--- src/rtl/mult_pkg.sv ---
// rtl/mult_pkg.sv - shared state type and iteration count for the sequential multiplier
package mult_pkg;

   // Controller states: waiting, iterating, result-valid pulse
   typedef enum logic [1:0] {
      IDLE = 2'd0,
      RUN  = 2'd1,
      DONE = 2'd2
   } mult_state_t;

   // One shift-add iteration per multiplier bit
   localparam int MULT_ITERS = 64;

endpackage

--- src/rtl/cla64.sv ---
// rtl/cla64.sv - 64-bit carry-lookahead adder built from 4-bit lookahead groups
module cla64 (
   input  logic [63:0] a,
   input  logic [63:0] b,
   input  logic        cIn,
   output logic [63:0] s,
   output logic        cOut,
   output logic        pg,
   output logic        gg
);

   logic [63:0] g;
   logic [63:0] p;
   logic [63:0] c;
   logic [15:0] grpG;
   logic [15:0] grpP;
   logic [16:0] grpC;
   logic        ggAcc;

   // Bit generate/propagate, per-group lookahead, group carry chain, then in-group carries
   always_comb begin
      g     = a & b;
      p     = a ^ b;
      c     = '0;
      grpG  = '0;
      grpP  = '0;
      grpC  = '0;
      ggAcc = 1'b0;
      grpC[0] = cIn;
      for (int i = 0; i < 16; i++) begin
         grpG[i] = g[4*i+3]
                 | (p[4*i+3] & g[4*i+2])
                 | (p[4*i+3] & p[4*i+2] & g[4*i+1])
                 | (p[4*i+3] & p[4*i+2] & p[4*i+1] & g[4*i]);
         grpP[i] = &p[4*i +: 4];
         grpC[i+1] = grpG[i] | (grpP[i] & grpC[i]);
         ggAcc = grpG[i] | (grpP[i] & ggAcc);
         c[4*i] = grpC[i];
         for (int j = 0; j < 3; j++) begin
            c[4*i+j+1] = g[4*i+j] | (p[4*i+j] & c[4*i+j]);
         end
      end
      s    = p ^ c;
      cOut = grpC[16];
      pg   = &grpP;
      gg   = ggAcc;
   end

endmodule

--- src/rtl/mult64_seq.sv ---
// rtl/mult64_seq.sv - iterative 64x64->128 shift-add multiplier (optional MULT_ZERO_SKIP_EN)
module mult64_seq
   import mult_pkg::*;
#(
   parameter int WIDTH = 64,
   parameter int CNT_W = 7
) (
   input  logic               clk,
   input  logic               reset,
   input  logic               start,
   input  logic [WIDTH-1:0]   multiplicand,
   input  logic [WIDTH-1:0]   multiplier,
   output logic               busy,
   output logic               done,
   output logic [2*WIDTH-1:0] product
);

   mult_state_t      state;
   logic [WIDTH-1:0] mcand;
   logic [WIDTH-1:0] acc;
   logic [WIDTH-1:0] mq;
   logic [CNT_W-1:0] count;

   logic [WIDTH-1:0] addB;
   logic [WIDTH-1:0] sum;
   logic             carry;
   logic             unusedPg;
   logic             unusedGg;

   // Addend is the multiplicand only when the current multiplier bit is set
   always_comb begin
      addB = mq[0] ? mcand : '0;
   end

   cla64 adder (
      .a    (acc),
      .b    (addB),
      .cIn  (1'b0),
      .s    (sum),
      .cOut (carry),
      .pg   (unusedPg),
      .gg   (unusedGg)
   );

   // The accumulator and the multiplier register form one 128-bit shift register
   assign product = {acc, mq};

   // Controller, counter and datapath registers with registered busy/done
   always_ff @(posedge clk or posedge reset) begin
      if (reset) begin
         state <= IDLE;
         busy  <= 1'b0;
         done  <= 1'b0;
         mcand <= '0;
         acc   <= '0;
         mq    <= '0;
         count <= '0;
      end else begin
         case (state)
            IDLE, DONE: begin
               if (start) begin
                  mcand <= multiplicand;
                  acc   <= '0;
                  mq    <= multiplier;
                  count <= '0;
`ifdef MULT_ZERO_SKIP_EN
                  if ((multiplicand == '0) || (multiplier == '0)) begin
                     // Product is known to be zero; present it without iterating
                     mq    <= '0;
                     state <= DONE;
                     busy  <= 1'b0;
                     done  <= 1'b1;
                  end else begin
                     state <= RUN;
                     busy  <= 1'b1;
                     done  <= 1'b0;
                  end
`else
                  state <= RUN;
                  busy  <= 1'b1;
                  done  <= 1'b0;
`endif
               end else begin
                  state <= IDLE;
                  busy  <= 1'b0;
                  done  <= 1'b0;
               end
            end
            RUN: begin
               // Carry-out becomes the top bit of the shifted accumulator
               {acc, mq} <= {carry, sum, mq[WIDTH-1:1]};
               count     <= count + CNT_W'(1);
               if (count == CNT_W'(MULT_ITERS - 1)) begin
                  state <= DONE;
                  busy  <= 1'b0;
                  done  <= 1'b1;
               end
            end
            default: begin
               state <= IDLE;
               busy  <= 1'b0;
               done  <= 1'b0;
            end
         endcase
      end
   end

endmodule
--- config.mk ---
export PLATFORM = sky130hd
export DESIGN_NAME = mult64_seq
export DESIGN_NICKNAME = d
export VERILOG_FILES = /design/src/rtl/mult_pkg.sv /design/src/rtl/cla64.sv /design/src/rtl/mult64_seq.sv
export SDC_FILE = /design/constraint.sdc
export NUM_CORES = 1
export LEC_CHECK = 0
export CELL_PAD_IN_SITES_DETAIL_PLACEMENT = 0
export CELL_PAD_IN_SITES_GLOBAL_PLACEMENT = 2
export CORE_MARGIN = 4
export CORE_UTILIZATION = 27
export CTS_CLUSTER_SIZE = 8
export DETAILED_ROUTE_END_ITERATION = 10
export PLACE_DENSITY = 0.83
export SLEW_MARGIN = 10
export SYNTH_ARGS = -nofsm -noshare
export SYNTH_HDL_FRONTEND = slang
export SYNTH_SLANG_ARGS = --single-unit
--- constraint.sdc ---
create_clock -name clk -period 6.9 [get_ports clk]
set_input_delay 1.725 -clock clk [delete_from_list [all_inputs] [get_ports clk]]
set_output_delay 1.725 -clock clk [all_outputs]
set_load 0.05 [all_outputs]
**Yosys cells after proc, flatten, opt, wreduce, memory -nomap -nowiden**

Cells that the tools add are included.

- Bits in registers: 203
- Input bits: 131
- Word-level logic and storage cells: 303

- Add/subtract/negate cells: 1
- Equal/unequal tests: 5
- Multiplexer cells: 15
- Bitwise logic cells: 255
- Reduce and logical (&&, ||, !) cells: 20

Operator list:

| cell | number |
|---|---|
| case mux 64 bit (2 select lines) | 2 |
| two-way mux 64 bit | 3 |
| bitwise AND 1 bit | 142 |
| XOR 64 bit | 2 |
| OR 1 bit | 110 |
| bitwise AND 64 bit | 1 |
| AND reduction 4 bit | 15 |
| case mux 7 bit (2 select lines) | 1 |
| adder 7 x 1 -> 7 bit (second input constant) | 1 |
| equality test 7 x 6 -> 1 bit (second input constant) | 1 |
| two-way mux 7 bit | 1 |
| two-way mux 1 bit | 5 |
| inequality test 2 bit (second input constant) | 2 |
| case mux 2 bit (2 select lines) | 1 |
| AND reduction 2 bit | 2 |
| equality test 2 x 1 -> 1 bit (second input constant) | 1 |
| equality test 2 bit (second input constant) | 1 |
| zero test 2 bit | 1 |
| two-way mux 2 bit | 1 |
| case mux 1 bit (2 select lines) | 1 |
| nonzero test 2 bit | 1 |
| OR reduction 2 bit | 1 |

**Longest topological paths before layout**

- Word-level depth: 42
- Gate-level depth with buffers: 16
- Mapped depth without buffers: 14

**Modules after synthesis**

From an unflattened synthesis, not the netlist that was laid out.

- Cells, all modules: 1114
- Area total of the unflattened synthesis: 11288.3 um^2

Modules (own cells, without submodules):

| module | instances | cells each | area an instance (um^2) | sequential area each (um^2) |
|---|---|---|---|---|
| mult64_seq | 1 | 814 | 8363.0 | 5054.8 |
| cla64 | 1 | 300 | 2925.3 | 0.0 |

**Least setup slack after synthesis**

Ideal clock, no wire load.

- Path kind: flip-flop to flip-flop
- From: register mq[0]
- To: register acc[38]
- Setup time: 0.083 ns
- Arrival time: 4.250 ns
- Path slack: 2.568 ns
- Cell stages (with the launch flop): 17
- Path through: dfrtp_1 clkbuf_1 clkbuf_1 nand2_1 inv_1 ha_1 a21oi_1 o21ai_0 nor2_1 a221o_1 and2_4 o31a_1 fa_1 fa_1 fa_1 xor2_1 o21ai_0

- Word-level cells in the longest chain between the ends: 30
- Elaborated cells between the ends (all ways): 107

Ends and longest elaborated chain:

| element | line | source |
|---|---|---|
| start: declaration | mult64_seq.sv:21 | `logic [WIDTH-1:0] mq;` |
| start signal: assignment | mult64_seq.sv:64 | `mq <= multiplier;` |
| start signal: assignment | mult64_seq.sv:91 | `{acc, mq} <= {carry, sum, mq[WIDTH-1:1]};` |
| two-way mux 64 bit (*) | mult64_seq.sv:32 | `addB = mq[0] ? mcand : '0;` |
| XOR 64 bit or bitwise AND 64 bit (tied branches) | cla64.sv:23, cla64.sv:22 |  |
| bitwise AND 1 bit (on tied branches) | cla64.sv:32, cla64.sv:33, cla64.sv:34 |  |
| OR 1 bit, or another cell as far along | cla64.sv:32 | `\| (p[4*i+3] & g[4*i+2])` |
| OR 1 bit or bitwise AND 1 bit (tied branches) | cla64.sv:33, cla64.sv:34 |  |
| OR 1 bit | cla64.sv:34 | `\| (p[4*i+3] & p[4*i+2] & p[4*i+1] & g[4*i]);` |
| bitwise AND 1 bit | cla64.sv:36 | `grpC[i+1] = grpG[i] \| (grpP[i] & grpC[i]);` |
| OR 1 bit | cla64.sv:36 |  |
| (+14 left out) | n/a |  |
| bitwise AND 1 bit | cla64.sv:40 | `c[4*i+j+1] = g[4*i+j] \| (p[4*i+j] & c[4*i+j]);` |
| OR 1 bit | cla64.sv:40 |  |
| bitwise AND 1 bit | cla64.sv:40 |  |
| OR 1 bit | cla64.sv:40 |  |
| bitwise AND 1 bit | cla64.sv:40 |  |
| OR 1 bit | cla64.sv:40 |  |
| XOR 64 bit (*) | cla64.sv:43 | `s = p ^ c;` |
| case mux 64 bit (2 select lines) (*) | mult64_seq.sv:59 | `case (state)` |
| end signal: assignment | mult64_seq.sv:91 |  |
| end: declaration | mult64_seq.sv:20 | `logic [WIDTH-1:0] acc;` |

Every way passes the cells marked *; elsewhere a longest branch is shown, timed or not.
A chain may end at the register's enable or synchronous reset.

**Worst setup path in the final report**

- From: register mq[0]
- To: register acc[62]

- Word-level cells in the longest chain between the ends: 42
- Elaborated cells between the ends (all ways): 173

Ends and longest elaborated chain:

| element | line |
|---|---|
| two-way mux 64 bit (*) | mult64_seq.sv:32 |
| XOR 64 bit or bitwise AND 64 bit (tied branches) | cla64.sv:23, cla64.sv:22 |
| bitwise AND 1 bit (on tied branches) | cla64.sv:32, cla64.sv:33, cla64.sv:34 |
| OR 1 bit, or another cell as far along | cla64.sv:32 |
| OR 1 bit or bitwise AND 1 bit (tied branches) | cla64.sv:33, cla64.sv:34 |
| OR 1 bit | cla64.sv:34 |
| bitwise AND 1 bit | cla64.sv:36 |
| OR 1 bit | cla64.sv:36 |
| (+26 left out) | n/a |
| bitwise AND 1 bit | cla64.sv:40 |
| OR 1 bit | cla64.sv:40 |
| bitwise AND 1 bit | cla64.sv:40 |
| OR 1 bit | cla64.sv:40 |
| bitwise AND 1 bit | cla64.sv:40 |
| OR 1 bit | cla64.sv:40 |
| XOR 64 bit (*) | cla64.sv:43 |
| case mux 64 bit (2 select lines) (*) | mult64_seq.sv:59 |

Marked as above.

==> qor.yml <==
run_status:
  outcome: "completed"
grt:
  grtUsageTotal_pct: 14.5
  grt_pass1_vias: 9696
  antenna_found_initial: 2
  grt_pass1_wl_um: 52700
  grt.overflow.total: 0
  grt_max_degree: 86
placement:
  place_hpwl_um: 22600
  gp_congestion: 0.790
  place_inst: 1955
  port_buffers: 260
synth:
  netlist_instances: 1218
  async_reset_ff_share_pct: 100
  ys_ff_latch: 202
  synth_edf_count: 0
  ys.flop_type: "dfrtp_1"
  synth_nets: 1461
  yosysSeqAreaShare_pct: 46.1
  syn_area_per_cell_um2: 9.00
  yosysTopAreaCell: "dfrtp_1"
  ys_types: 41
  yosys_warnings: 0
  synth.area.top_cells: "dfrtp_1 46%, nand2_1 15%, fa_1 8.6%"
  synth.top_cell.area_share_pct: 46.1
  syn_area_um2: 11000
drt:
  via_per_inst: 4.56
  wl_per_cell_um: 16.0
  drt_iter0_drc: 337
  vias: 9071
  drc_errors: 0
  drtAntennaViolNets: 0
  dr.pass1.iters: 6
  routed_wl_um: 31800
timing:
  slew_headroom_pct: 40.8
  timing.final.crit_share_pct: 65.6
  slew_violations: 0
  finalHoldViolCount: 0
  whs_ns: 0.459
  fin_skew_ns: 0.0126
  finalSetupViolCount: 0
  worstMarginPinSlew_ns: 0.886
  tns_ns: 0
  fmax_mhz: 221
  min_period_ns: 4.53
  rsz0062_at_grt: "false"
clocking:
  clock_sinks: 202
  clk_pin_slew_ns: 0.05
  cts_setup_buffers: 0
  cts_max_level: 1
  postCtsResizedCells: 0
  cts_tree: "done"
  hold_buffers: 0
  cts_buffers: 29
  cts.path.max_buffers: 3
  insertion_delay_ns: 0.56
  cts-root-buf: "clkbuf_16"
power_and_ir_drop:
  power.leakage_nw: 6.97
  total_power_mw: 5.93
  power_density_nw_per_um2: 398
  worst_ir_drop_vdd_uv: 291
final_layout:
  layout.cells.non_filler: 1989
  syn_to_final_growth_pct: 35.9
  fin_nets: 1704
  drive_gt1_share_pct: 3.69
  antenna_cells: 0
floorplan:
  io_pins: 261
  initial_core_util_pct: 27.5
  die_y_um: 210
  dieArea_um2: 43900
  core-area_um2: 39900
  die_w_um: 210
  rows: 73
critical_path:
  crit_type: "reg2reg"
  required_ns: 7.37
  startpoint_type: "flip-flop"
  cp-end-kind: "flip-flop"
  cp_data_arrival_time_ns: 4.99
  crit_fanout: 50
hold_path:
  holdCritPathClass: "reg2reg"
job:
  maxCapViolations: 0
[worst paths after layout]
| kind | from | end | slack (ns) | depth (start not counted) |
|---|---|---|---|---|
| worst max-delay path | mq[0] | acc[62] | 2.37 | 14 |
| worst min-delay path | count[6] | done | 0.46 | 1 |
| worst max register to register | mq[0] | acc[62] | 2.37 | 14 |
| worst min register to register | count[6] | done | 0.46 | 1 |
| max in group asynchronous | reset | mcand[29] | 4.50 | 3 |
| min in group asynchronous | reset | mcand[7] | 1.67 | 3 |
[final cells by class]
class,count,area (um2)
clock inverters,2,25.0
fillers,4041,25000
well taps,525,657
repair buffers,270,2690
inverters,101,383
multi-input cells,857,5350
flip-flops and latches,202,5060
clock buffers,32,747
[through the flow]
step	util, %	cell area (um2)	setup slack (ns)
final	37.3	14900	2.37
after global routing	37.3	14900	1.98
after CTS	37.3	14900	2.29
after detailed placement	35.4	14100	2.29
after global placement	35.4	14100	2.43
after floorplan	-	11000	2.56
[synth_stat cells (4+ instances only)]
| library cell | instances |
|---|---|
| dfrtp_1 | 202 |
| fa_1 | 47 |
| and2_1 | 18 |
| a22oi_1 | 65 |
| a31oi_1 | 4 |
| o21ai_0 | 82 |
| xor2_1 | 16 |
| buf_1 | 4 |
| ha_1 | 65 |
| a21o_1 | 11 |
| nand3_1 | 9 |
| nor2_1 | 13 |
| nand4_1 | 12 |
| inv_1 | 101 |
| nand2_1 | 446 |
| a21oi_1 | 27 |
| clkbuf_1 | 54 |
| and3_1 | 4 |
| nor2b_1 | 4 |
[cell families (layout without fill, tap and decap cells)]
| kind of cell | after synthesis | in the layout | synth area share (%) |
|---|---|---|---|
| compound gates | 210 | 210 | 12.1 |
| xor+xnor | 16 | 16 | 1.28 |
| fa+ha+maj | 112 | 112 | 16.0 |
| buf+inv | 159 | 405 | 5.44 |
| flops | 202 | 202 | 46.1 |
| simple gates | 519 | 519 | 19.1 |
[registers in the layout, summed over array words and instances (netlist names)]
signal,count
mcand,64
count,7
mq,64
acc,64
done,1
state,1
busy,1
[power breakdown]
part           total, mW  internal, mW  leakage [nW]  switching, mW
Clock               1.27         0.752         0.381          0.522
Combinational       2.76         0.962          4.15           1.80
Sequential          1.90          1.53          2.45          0.368
Total               5.93          3.24          6.97           2.69
[critical path, cell delays in order (launching register included)]
cell and delay (ns):
dfrtp_2 0.55, buf_4 0.51, nand2_1 0.18, inv_1 0.09, ha_1 0.14, nand4_1 0.16, or3_1 0.47, o2111ai_1 0.31
a2bb2oi_1 0.20, and2_1 0.22, fa_1 0.43, fa_1 0.43, fa_1 0.41, xor2_1 0.17, o21ai_0 0.15
[metal layers]
layer	vias up	share of wire [%]	GRT usage, %
met2	220	47	23.9
met3	45	7.4	4.63
met5	-	0.085	0
li1	4444	-	-
met1	4358	44	18.8
met4	4	2.1	3.11
[layout by cell type (no fill, tap or decap), types with 16 or more instances in the layout]
master and instances:
clkdlybuf4s50_1 260, a22oi_1 65, ha_1 65, inv_1 100
xor2_1 16, dfrtp_1 201, o21ai_0 82, clkbuf_16 29
fa_1 47, and2_1 18, nand2_1 446, a21oi_1 27
Note: power is estimated with default switching activity, not from simulation.
